===== src/rtl/instr_fetch_buf_pkg.sv =====
// Shared types for the double-buffered instruction fetch stage.
package fetch_pkg;

    typedef enum logic [1:0] {
        EMPTY  = 2'd0,
        RUN    = 2'd1,
        HALTED = 2'd2
    } fetch_state_e;

endpackage


===== src/rtl/instr_fetch_buf_if.sv =====
// Loader/decode/control bundle for instr_fetch_buf; slave is the fetch block, master drives it.
interface instr_fetch_buf_if #(
    parameter int INSTR_W = 32,
    parameter int DEPTH   = 16
);
    localparam int PC_W = $clog2(DEPTH);

    logic               load_valid;
    logic [INSTR_W-1:0] load_data [DEPTH];
    logic               load_ready;
    logic               out_valid;
    logic               out_ready;
    logic [INSTR_W-1:0] out_instr;
    logic [PC_W-1:0]    out_pc;
    logic               br_valid;
    logic [PC_W-1:0]    br_target;
    logic               halt;
    logic               halted;
    logic               shadow_full;

    modport master (
        output load_valid, load_data, out_ready, br_valid, br_target, halt,
        input  load_ready, out_valid, out_instr, out_pc, halted, shadow_full
    );

    modport slave (
        input  load_valid, load_data, out_ready, br_valid, br_target, halt,
        output load_ready, out_valid, out_instr, out_pc, halted, shadow_full
    );

endinterface


===== src/rtl/instr_fetch_buf_bank.sv =====
// One instruction bank: whole-bank write, asynchronous indexed read.
module instr_bank #(
    parameter int INSTR_W = 32,
    parameter int DEPTH   = 16,
    localparam int PC_W   = $clog2(DEPTH)
) (
    input  logic               clk,
    input  logic               rst_n,
    input  logic               we,
    input  logic [INSTR_W-1:0] wdata [DEPTH],
    input  logic [PC_W-1:0]    raddr,
    output logic [INSTR_W-1:0] rdata
);

    logic [INSTR_W-1:0] mem [DEPTH];

    always_ff @(posedge clk or negedge rst_n) begin
        if (!rst_n) begin
            for (int i = 0; i < DEPTH; i++) mem[i] <= '0;
        end else if (we) begin
            mem <= wdata;
        end
    end

    assign rdata = mem[raddr];

endmodule


===== src/rtl/instr_fetch_buf.sv =====
// Double-buffered fetch: sequences PC through the active bank while the shadow bank refills.
module instr_fetch_buf
    import fetch_pkg::*;
#(
    parameter int INSTR_W = 32,
    parameter int DEPTH   = 16,
    parameter bit LOOP_EN = 1'b1
) (
    input  logic              clk,
    input  logic              rst_n,
    instr_fetch_buf_if.slave  bus
);

    localparam int PC_W = $clog2(DEPTH);

    fetch_state_e       state_q, state_d;
    logic [PC_W-1:0]    pc_q, pc_d;
    logic               act_q, act_d;
    logic               shadow_q, shadow_d;

    logic               load_ready;
    logic               load_fire;
    logic               out_valid;
    logic               accept;
    logic               last;
    logic [INSTR_W-1:0] rd0, rd1;

    assign load_ready = (state_q != RUN) || !shadow_q;
    assign load_fire  = bus.load_valid && load_ready;
    assign out_valid  = (state_q == RUN) && !bus.br_valid && !bus.halt;
    assign accept     = out_valid && bus.out_ready;
    assign last       = accept && (pc_q == PC_W'(DEPTH - 1));

    // Incoming banks always land in the inactive slot; act flips on swap.
    instr_bank #(.INSTR_W(INSTR_W), .DEPTH(DEPTH)) u_bank0 (
        .clk   (clk),
        .rst_n (rst_n),
        .we    (load_fire && act_q),
        .wdata (bus.load_data),
        .raddr (pc_q),
        .rdata (rd0)
    );

    instr_bank #(.INSTR_W(INSTR_W), .DEPTH(DEPTH)) u_bank1 (
        .clk   (clk),
        .rst_n (rst_n),
        .we    (load_fire && !act_q),
        .wdata (bus.load_data),
        .raddr (pc_q),
        .rdata (rd1)
    );

    always_ff @(posedge clk or negedge rst_n) begin
        if (!rst_n) begin
            state_q  <= EMPTY;
            pc_q     <= '0;
            act_q    <= 1'b0;
            shadow_q <= 1'b0;
        end else begin
            state_q  <= state_d;
            pc_q     <= pc_d;
            act_q    <= act_d;
            shadow_q <= shadow_d;
        end
    end

    always_comb begin
        state_d  = state_q;
        pc_d     = pc_q;
        act_d    = act_q;
        shadow_d = shadow_q;
        unique case (state_q)
            EMPTY, HALTED: begin
                if (bus.halt) begin
                    state_d = HALTED;
                end else if (load_fire) begin
                    state_d  = RUN;
                    act_d    = !act_q;
                    pc_d     = '0;
                    shadow_d = 1'b0;
                end
            end
            RUN: begin
                if (bus.halt) begin
                    // Any pending or simultaneously arriving bank is dropped.
                    state_d  = HALTED;
                    shadow_d = 1'b0;
                end else if (bus.br_valid) begin
                    pc_d = bus.br_target;
                    if (load_fire) shadow_d = 1'b1;
                end else if (last) begin
                    if (shadow_q || load_fire) begin
                        act_d    = !act_q;
                        pc_d     = '0;
                        shadow_d = 1'b0;
                    end else if (LOOP_EN) begin
                        pc_d = '0;
                    end else begin
                        state_d = EMPTY;
                    end
                end else begin
                    if (accept)    pc_d     = pc_q + PC_W'(1);
                    if (load_fire) shadow_d = 1'b1;
                end
            end
            default: state_d = EMPTY;
        endcase
    end

    assign bus.load_ready  = load_ready;
    assign bus.out_valid   = out_valid;
    assign bus.out_instr   = out_valid ? (act_q ? rd1 : rd0) : '0;
    assign bus.out_pc      = pc_q;
    assign bus.halted      = (state_q == HALTED);
    assign bus.shadow_full = shadow_q;

endmodule


===== src/flat_wrapper.sv =====
// flat-port wrapper written by rule: the top's interface ports become plain ports
module instr_fetch_buf_flat import fetch_pkg::*;
#(
    parameter int INSTR_W = 32,
    parameter int DEPTH   = 16,
    parameter bit LOOP_EN = 1'b1
)
  (clk, rst_n, bus_load_valid, bus_load_data, bus_out_ready, bus_br_valid, bus_br_target, bus_halt, bus_load_ready, bus_out_valid, bus_out_instr, bus_out_pc, bus_halted, bus_shadow_full);
  instr_fetch_buf_if #(.INSTR_W(INSTR_W), .DEPTH(DEPTH)) bus_i ();
  input  logic clk;
  input  logic rst_n;
  input wire logic [$bits(bus_i.load_valid)-1:0] bus_load_valid;
  input wire logic [$bits(bus_i.load_data)-1:0] bus_load_data;
  input wire logic [$bits(bus_i.out_ready)-1:0] bus_out_ready;
  input wire logic [$bits(bus_i.br_valid)-1:0] bus_br_valid;
  input wire logic [$bits(bus_i.br_target)-1:0] bus_br_target;
  input wire logic [$bits(bus_i.halt)-1:0] bus_halt;
  output wire logic [$bits(bus_i.load_ready)-1:0] bus_load_ready;
  output wire logic [$bits(bus_i.out_valid)-1:0] bus_out_valid;
  output wire logic [$bits(bus_i.out_instr)-1:0] bus_out_instr;
  output wire logic [$bits(bus_i.out_pc)-1:0] bus_out_pc;
  output wire logic [$bits(bus_i.halted)-1:0] bus_halted;
  output wire logic [$bits(bus_i.shadow_full)-1:0] bus_shadow_full;
  assign bus_i.load_valid = bus_load_valid;
  assign bus_i.load_data = {>>{bus_load_data}};
  assign bus_i.out_ready = bus_out_ready;
  assign bus_i.br_valid = bus_br_valid;
  assign bus_i.br_target = bus_br_target;
  assign bus_i.halt = bus_halt;
  assign bus_load_ready = bus_i.load_ready;
  assign bus_out_valid = bus_i.out_valid;
  assign bus_out_instr = bus_i.out_instr;
  assign bus_out_pc = bus_i.out_pc;
  assign bus_halted = bus_i.halted;
  assign bus_shadow_full = bus_i.shadow_full;
  instr_fetch_buf #(.INSTR_W(INSTR_W), .DEPTH(DEPTH), .LOOP_EN(LOOP_EN)) u_core (.clk(clk), .rst_n(rst_n), .bus(bus_i));
endmodule

===== config.mk =====
export PLATFORM = sky130hd
export DESIGN_NAME = instr_fetch_buf_flat
export DESIGN_NICKNAME = d
export VERILOG_FILES = /design/src/rtl/instr_fetch_buf_pkg.sv /design/src/rtl/instr_fetch_buf_if.sv /design/src/rtl/instr_fetch_buf_bank.sv /design/src/rtl/instr_fetch_buf.sv /design/src/flat_wrapper.sv
export SDC_FILE = /design/constraint.sdc
export NUM_CORES = 2
export LEC_CHECK = 0
export ABC_AREA = 1
export BUFFER_PORTS_ARGS = -buffer_cell sky130_fd_sc_hd__buf_2
export CAP_MARGIN = 20
export CORE_ASPECT_RATIO = 0.9
export CORE_MARGIN = 2
export CORE_UTILIZATION = 30
export DETAILED_ROUTE_END_ITERATION = 8
export HOLD_SLACK_MARGIN = 0.1
export PLACE_DENSITY = 0.51
export SLEW_MARGIN = 0
export SYNTH_ARGS = -nofsm -noshare
export SYNTH_HDL_FRONTEND = slang
export SYNTH_SLANG_ARGS = --single-unit

===== constraint.sdc =====
create_clock -name clk -period 2.6 [get_ports clk]
set_input_delay 0.26 -clock clk [delete_from_list [all_inputs] [get_ports clk]]
set_output_delay 0.26 -clock clk [all_outputs]
set_load 0.02 [all_outputs]

; After elaboration in Yosys (flattened, before gate mapping)
; Cells that the tools add are included.
[op_classes]
add_sub_neg = 1
mul = 0
div = 0
order_cmp = 1
n_eq_ne = 14
shift = 0
n_mux = 34
bitwise = 1
reduce_logical = 20
[op_table]
columns = op, n
row1 = binary-select mux 32 bit (select 4 bit), 2
row2 = two-way mux 32 bit, 6
row3 = two-way mux 4 bit, 6
row4 = two-way mux 1 bit, 13
row5 = "!= test 2 bit, second input constant", 5
row6 = one-hot mux 4 bit (2 select lines), 1
row7 = logical AND 1 bit, 7
row8 = AND reduction 7 bit, 1
row9 = two-way mux 2 bit, 3
row10 = "!= test 2 x 1 -> 1 bit, second input constant", 3
row11 = ">= comparator 5 bit, second input constant", 1
row12 = "!= test 5 bit, second input constant", 1
row13 = NOT 4 -> 5 bit, 1
row14 = AND reduction 5 bit, 1
row15 = "adder 4 x 1 -> 4 bit, second input constant", 1
row16 = "== test 4 bit, second input constant", 1
row17 = zero test 1 bit, 4
row18 = "!= test 4 x 2 -> 1 bit, second input constant", 1
row19 = one-hot mux 1 bit (2 select lines), 2
row20 = one-hot mux 2 bit (2 select lines), 1
row21 = AND reduction 4 bit, 1
row22 = "!= test 3 x 2 -> 1 bit, second input constant", 1
row23 = "== test 2 x 1 -> 1 bit, second input constant", 1
row24 = "== test 2 bit, second input constant", 1
row25 = other kinds (5), 6
[totals]
reg_bits = 1032
latch_bits = 0
mem_bits_rw = 0
romBits = 0
inputBits = 522
out_inout_bits = 40
word_cells = 107
mem_count = 0

; Longest topological paths before layout
[depth]
word_depth = 9
ltp_mapped = 12

; Modules after synthesis
; Synthesis repeated with hierarchy kept, for this count alone.
[hier_totals]
cells_unflattened = 6712
hier_area_um2 = 51090.2
[modules_own_cells]
columns = mod, n_inst, cells_each, area_per_inst_um2, seq_area_each_um2
row1 = instr_bank, 2, 3263, 24986.5, 12812.3
row2 = instr_fetch_buf, 1, 186, 1117.3, 200.2

; Least setup slack after synthesis
; OpenSTA, ideal clock, no wires.
[synth_path]
path_kind = reg2out
startpoint = reg u_core.pc_q[0] (netlist: u_core.bus.out_pc[0])
endpoint = out bus_out_instr[11]
arrival_time_ns = 1.803
path_slack_ns = 0.537
path_stages_with_launch = 12
n_path_buf = 3
path_cell_list = dfrtp_1 > buf_4 > buf_4 > clkbuf_1 > nand2_1 > nand3_1 > nand3_1 > nand2_1 > nand2_1 > nand3_1 > nand2_1 > nor2_1
[synth_via]
elab_chain_len = 6
word_cells_on_any_way = 9
classes_between = 8 x mux / 1 x bitwise
[synth_lines]
columns = item, line
row1 = "start, declared", instr_fetch_buf.sv:17  ; logic [PC_W-1:0] pc_q, pc_d;
row2 = "start signal, assigned", instr_fetch_buf.sv:61  ; pc_q <= pc_d;
row3 = NOT 4 -> 5 bit (implied by the code) *, instr_fetch_buf_bank.sv:25  ; assign rdata = mem[raddr];
row4 = binary-select mux 32 bit (select 4 bit), instr_fetch_buf_bank.sv:25
row5 = two-way mux 32 bit (implied by the code) (2 in a row), instr_fetch_buf_bank.sv:25
row6 = two-way mux 32 bit * (2 in a row), instr_fetch_buf.sv:112  ; assign bus.out_instr = out_valid ? (act_q ? rd1 : rd0) : '0;
row7 = "end, declared", flat_wrapper.sv:20  ; output wire logic [$bits(bus_i.out_instr)-1:0] bus_out_instr;
; Every way passes the cells marked *; elsewhere a longest branch is shown, timed or not. The select of a mux whose other input is x is not followed.

; Worst setup path after layout
[layout_path]
startpoint = reg u_core.pc_q[0] (netlist: u_core.bus.out_pc[0])
endpoint = out bus_out_instr[18]
; Same word-level chain as after synthesis.

==> metrics.yaml <==
sta:
  slew_headroom_pct: 57.61
  rsz0062_at_grt: "true"
  period_share_pct: 124.1
  setup_violations: 32
  finalClockSkew_ps: 52.37
  layout_min_cycle_time_ps: 3228
  tightest_slew_ps: 629.2
  fin_tns_setup_ps: -17580
  finalMaxSlewViolations: 0
  hold_ws_ps: 233.2
  fmax_mhz: 309.8
  hold_violations: 0
  fin_ws_ps: -627.8
route:
  routed_via_density: 4.880
  post_drt_wl_per_cell_um: 23.23
  num_vias: 40330
  drc: 0
  drtPass1Iterations: 7
  drt_iter0_markers: 2835
  ant_nets: 0
  wl_um: 192000
pwr:
  p_comb_share_pct: 38.4
  p_sw_share_pct: 34.60
  clkPwrFrac_pct: 22.9
  power_mw: 73.89
  p_int_mw: 48.33
  ir_drop_uv: 643.9
  powerDensity_nw_per_um2: 1076
  p_seq_share_pct: 38.7
  power_leakage_nw: 30.73
  p_switching_mw: 25.57
placed_design:
  hpwl_um: 130500
  place.gp.congestion: 0.8316
  pre_cts_ws_ps: -188.0
  port_buffers: 561
setup_path:
  crit_top_cell: "nor2_1"
  cp_cell_sequence: "buf_12, buf_16, buf_4, a21oi_1, o21ai_0, a21oi_2, nor2_1, nor2_1, nor2_4, buf_6"
  cp.arrival_ps: 2970
  path_max_fanout: 11
  worstSetupStartpointType: "flop"
  rrSetupSlack_ps: 150
  worstSetupPathType: "flop to output pin"
  crit_required_ps: 2340
  crit_slowest_cell: "dfrtp_4"
  critPathMaxStageDelay_ps: 590
  critPathCaptureType: "output pin"
logic_synthesis:
  synth_cell_types: 26
  syn_inst: 4789
  synthAdderAreaFrac_pct: 0.02541
  synthSimpleGateAreaFrac_pct: 18.59
  ys_seq_area_share_pct: 52.45
  syn-cell-area_um2: 49240
  synth_xor_area_share_pct: 0.01779
  synth.net_count: 5312
  synth_top_family_by_area: "multiplexers"
  postSynthAreaPerCell_um2: 10.28
  synth.mux.area_fraction_pct: 21.96
  ys_ff_latch: 1032
  synth_compound_area_share_pct: 1.947
  yosys_warnings: 0
final_layout:
  drive_gt1_share_pct: 36.02
  finalNetCount: 6536
  area_delta_synth_final_pct: 39.48
  final_core_util_pct: 41.99
cts:
  cts_buffer_depth: 3
  path_clk_slew_ps: 60
  clockRootBuffer: "clkbuf_16"
  clkLatencyLatePin_ps: 800
  cts.sinks: 1032
  numCtsBuffers: 116
  htree_levels: 3
  cts_tree: "done"
global_route:
  antenna_found_initial: 50
  globalRoute.totalOverflow: 0
  grt_start_max_net_pins: 93
  grt_pass1_vias: 41170
  grt_usage_pct: 22.19
  grt_pass1_wl_um: 275600
status:
  status: "finished with violations"
  violations: "setup timing"
run:
  cap_violations: 0
floorplan:
  initial_core_util_pct: 30.11
  dieArea_um2: 167400
  die_w_um: 431.0
  rows: 141
  die_y_um: 388.3
  core-area_um2: 163500
  io_pins: 562
hold_path:
  hold_path_class: "input pin to flop"
==> state kept, by name (all words and copies together), names as in the netlist <==
signal and count:
u_core.u_bank1.mem 512, u_core.state_q 2, u_core.bus.shadow_full 1, u_core.act_q 1, u_core.u_bank0.mem 512, u_core.bus.out_pc 4
==> worst max-delay path, delay by kind of cell, from the launching register on <==
kind,cells,cell delay (ps)
AO/OA/AOI/OAI,3,520
buffers and inverters,4,680
flip-flops,1,590
AND/OR/NAND/NOR,3,350
==> per-stage QoR <==
step | cells | area [um^2]
global route | 8258 | 68660
detailed placement | 7417 | 55660
global placement | 7417 | 55660
floorplan | 4789 | 49240
CTS | 8197 | 66960
finish | 8265 | 68680
==> Yosys cell counts (all sizes together) <==
cell       n  area share [%]
nor3       1           0.010
mux2     960              22
dfrtp   1032              52
nor2     139             1.1
inv       74            0.56
o21ai    101             1.0
clkinv     1           0.010
xor2       1           0.018
nand4      2           0.025
a22oi      3           0.046
clkbuf    80            0.61
nand3    677             6.9
ha         1           0.025
buf      260             3.8
o211ai    30            0.46
a21oi     41            0.42
nand2   1386              11
==> timing repair <==
item	4_1_cts	5_1_grt
pin swaps	44	61
resized for setup	301	217
endpoints found under the setup margin	32	34
endpoints found under the hold margin	1746	0
buffers inserted	33	36
gates cloned	21	24
hold buffers	525	0
==> metal layers <==
metal / GRT usage, % / part of all wire, % / up-vias
met5: 0 / 0.087 / -
met4: 9.180 / 4.6 / 26
met3: 2.972 / 3.7 / 345
met2: 40.47 / 52 / 967
met1: 26.03 / 39 / 20370
li1: - / - / 18630
==> kinds of logic after synthesis <==
group	Yosys count
mux	960
flops	1032
compound gates	175
buf+inv	415
simple gates	2205
xor+xnor	1
fa+ha+maj	1
==> layout by cell type, fill, tap and decap left out, types with 5 or more instances in the layout <==
master / n
buf_2: 528
mux2_1: 151
clkinv_2: 13
mux2_2: 809
dlygate4sd3_1: 523
nand2_1: 1324
o21ai_0: 80
buf_6: 71
a21oi_1: 34
nand3_4: 14
buf_8: 10
clkbuf_8: 28
nor2_2: 32
bufbuf_16: 5
clkinv_16: 6
dfrtp_1: 1027
bufinv_16: 7
buf_12: 107
o21ai_1: 20
diode_2: 18
clkbuf_1: 27
nand3_2: 135
inv_1: 69
buf_4: 151
clkbuf_16: 138
o211ai_1: 30
nor2_4: 24
a21oi_2: 6
nor2_1: 83
nand3_1: 528
buf_16: 28
nand2_2: 58
==> cell type report <==
class,count,area [um^2]
clock inverter,36,540.5
timing repair buffer,1445,13590
tap,2145,2684
clock buffer,171,3390
antenna,18,45.04
fill,15750,94860
multi-input combinational,3342,22240
timing repair inverter,1,30.03
sequential,1032,25840
inverter,75,315.3
==> power groups by stage <==
stage	combinational, mW	clock (mW)	sequential, mW
after floorplan	17.6	0	27.2
after global placement	24.2	0	28.5
after detailed placement	24.6	0	28.7
after CTS	27.2	17.3	28.5
after global routing	30.9	18.0	29.6
final	28.3	17.0	28.6
==> path summary, 6_finish.rpt <==
kind	startpoint	cells after the start	endpoint
setup / recovery	u_core.bus.out_pc[0]	10	bus_out_instr[18]
hold / removal	bus_load_data[39]	3	u_core.u_bank0.mem[39]
setup reg to reg	u_core.act_q	7	u_core.u_bank0.mem[326]
hold reg to reg	u_core.u_bank1.mem[364]	1	u_core.u_bank1.mem[364]
max in group asynchronous	rst_n	4	u_core.u_bank0.mem[47]
min in group asynchronous	rst_n	3	u_core.u_bank0.mem[40]
Power figures use the tool's default switching activity.
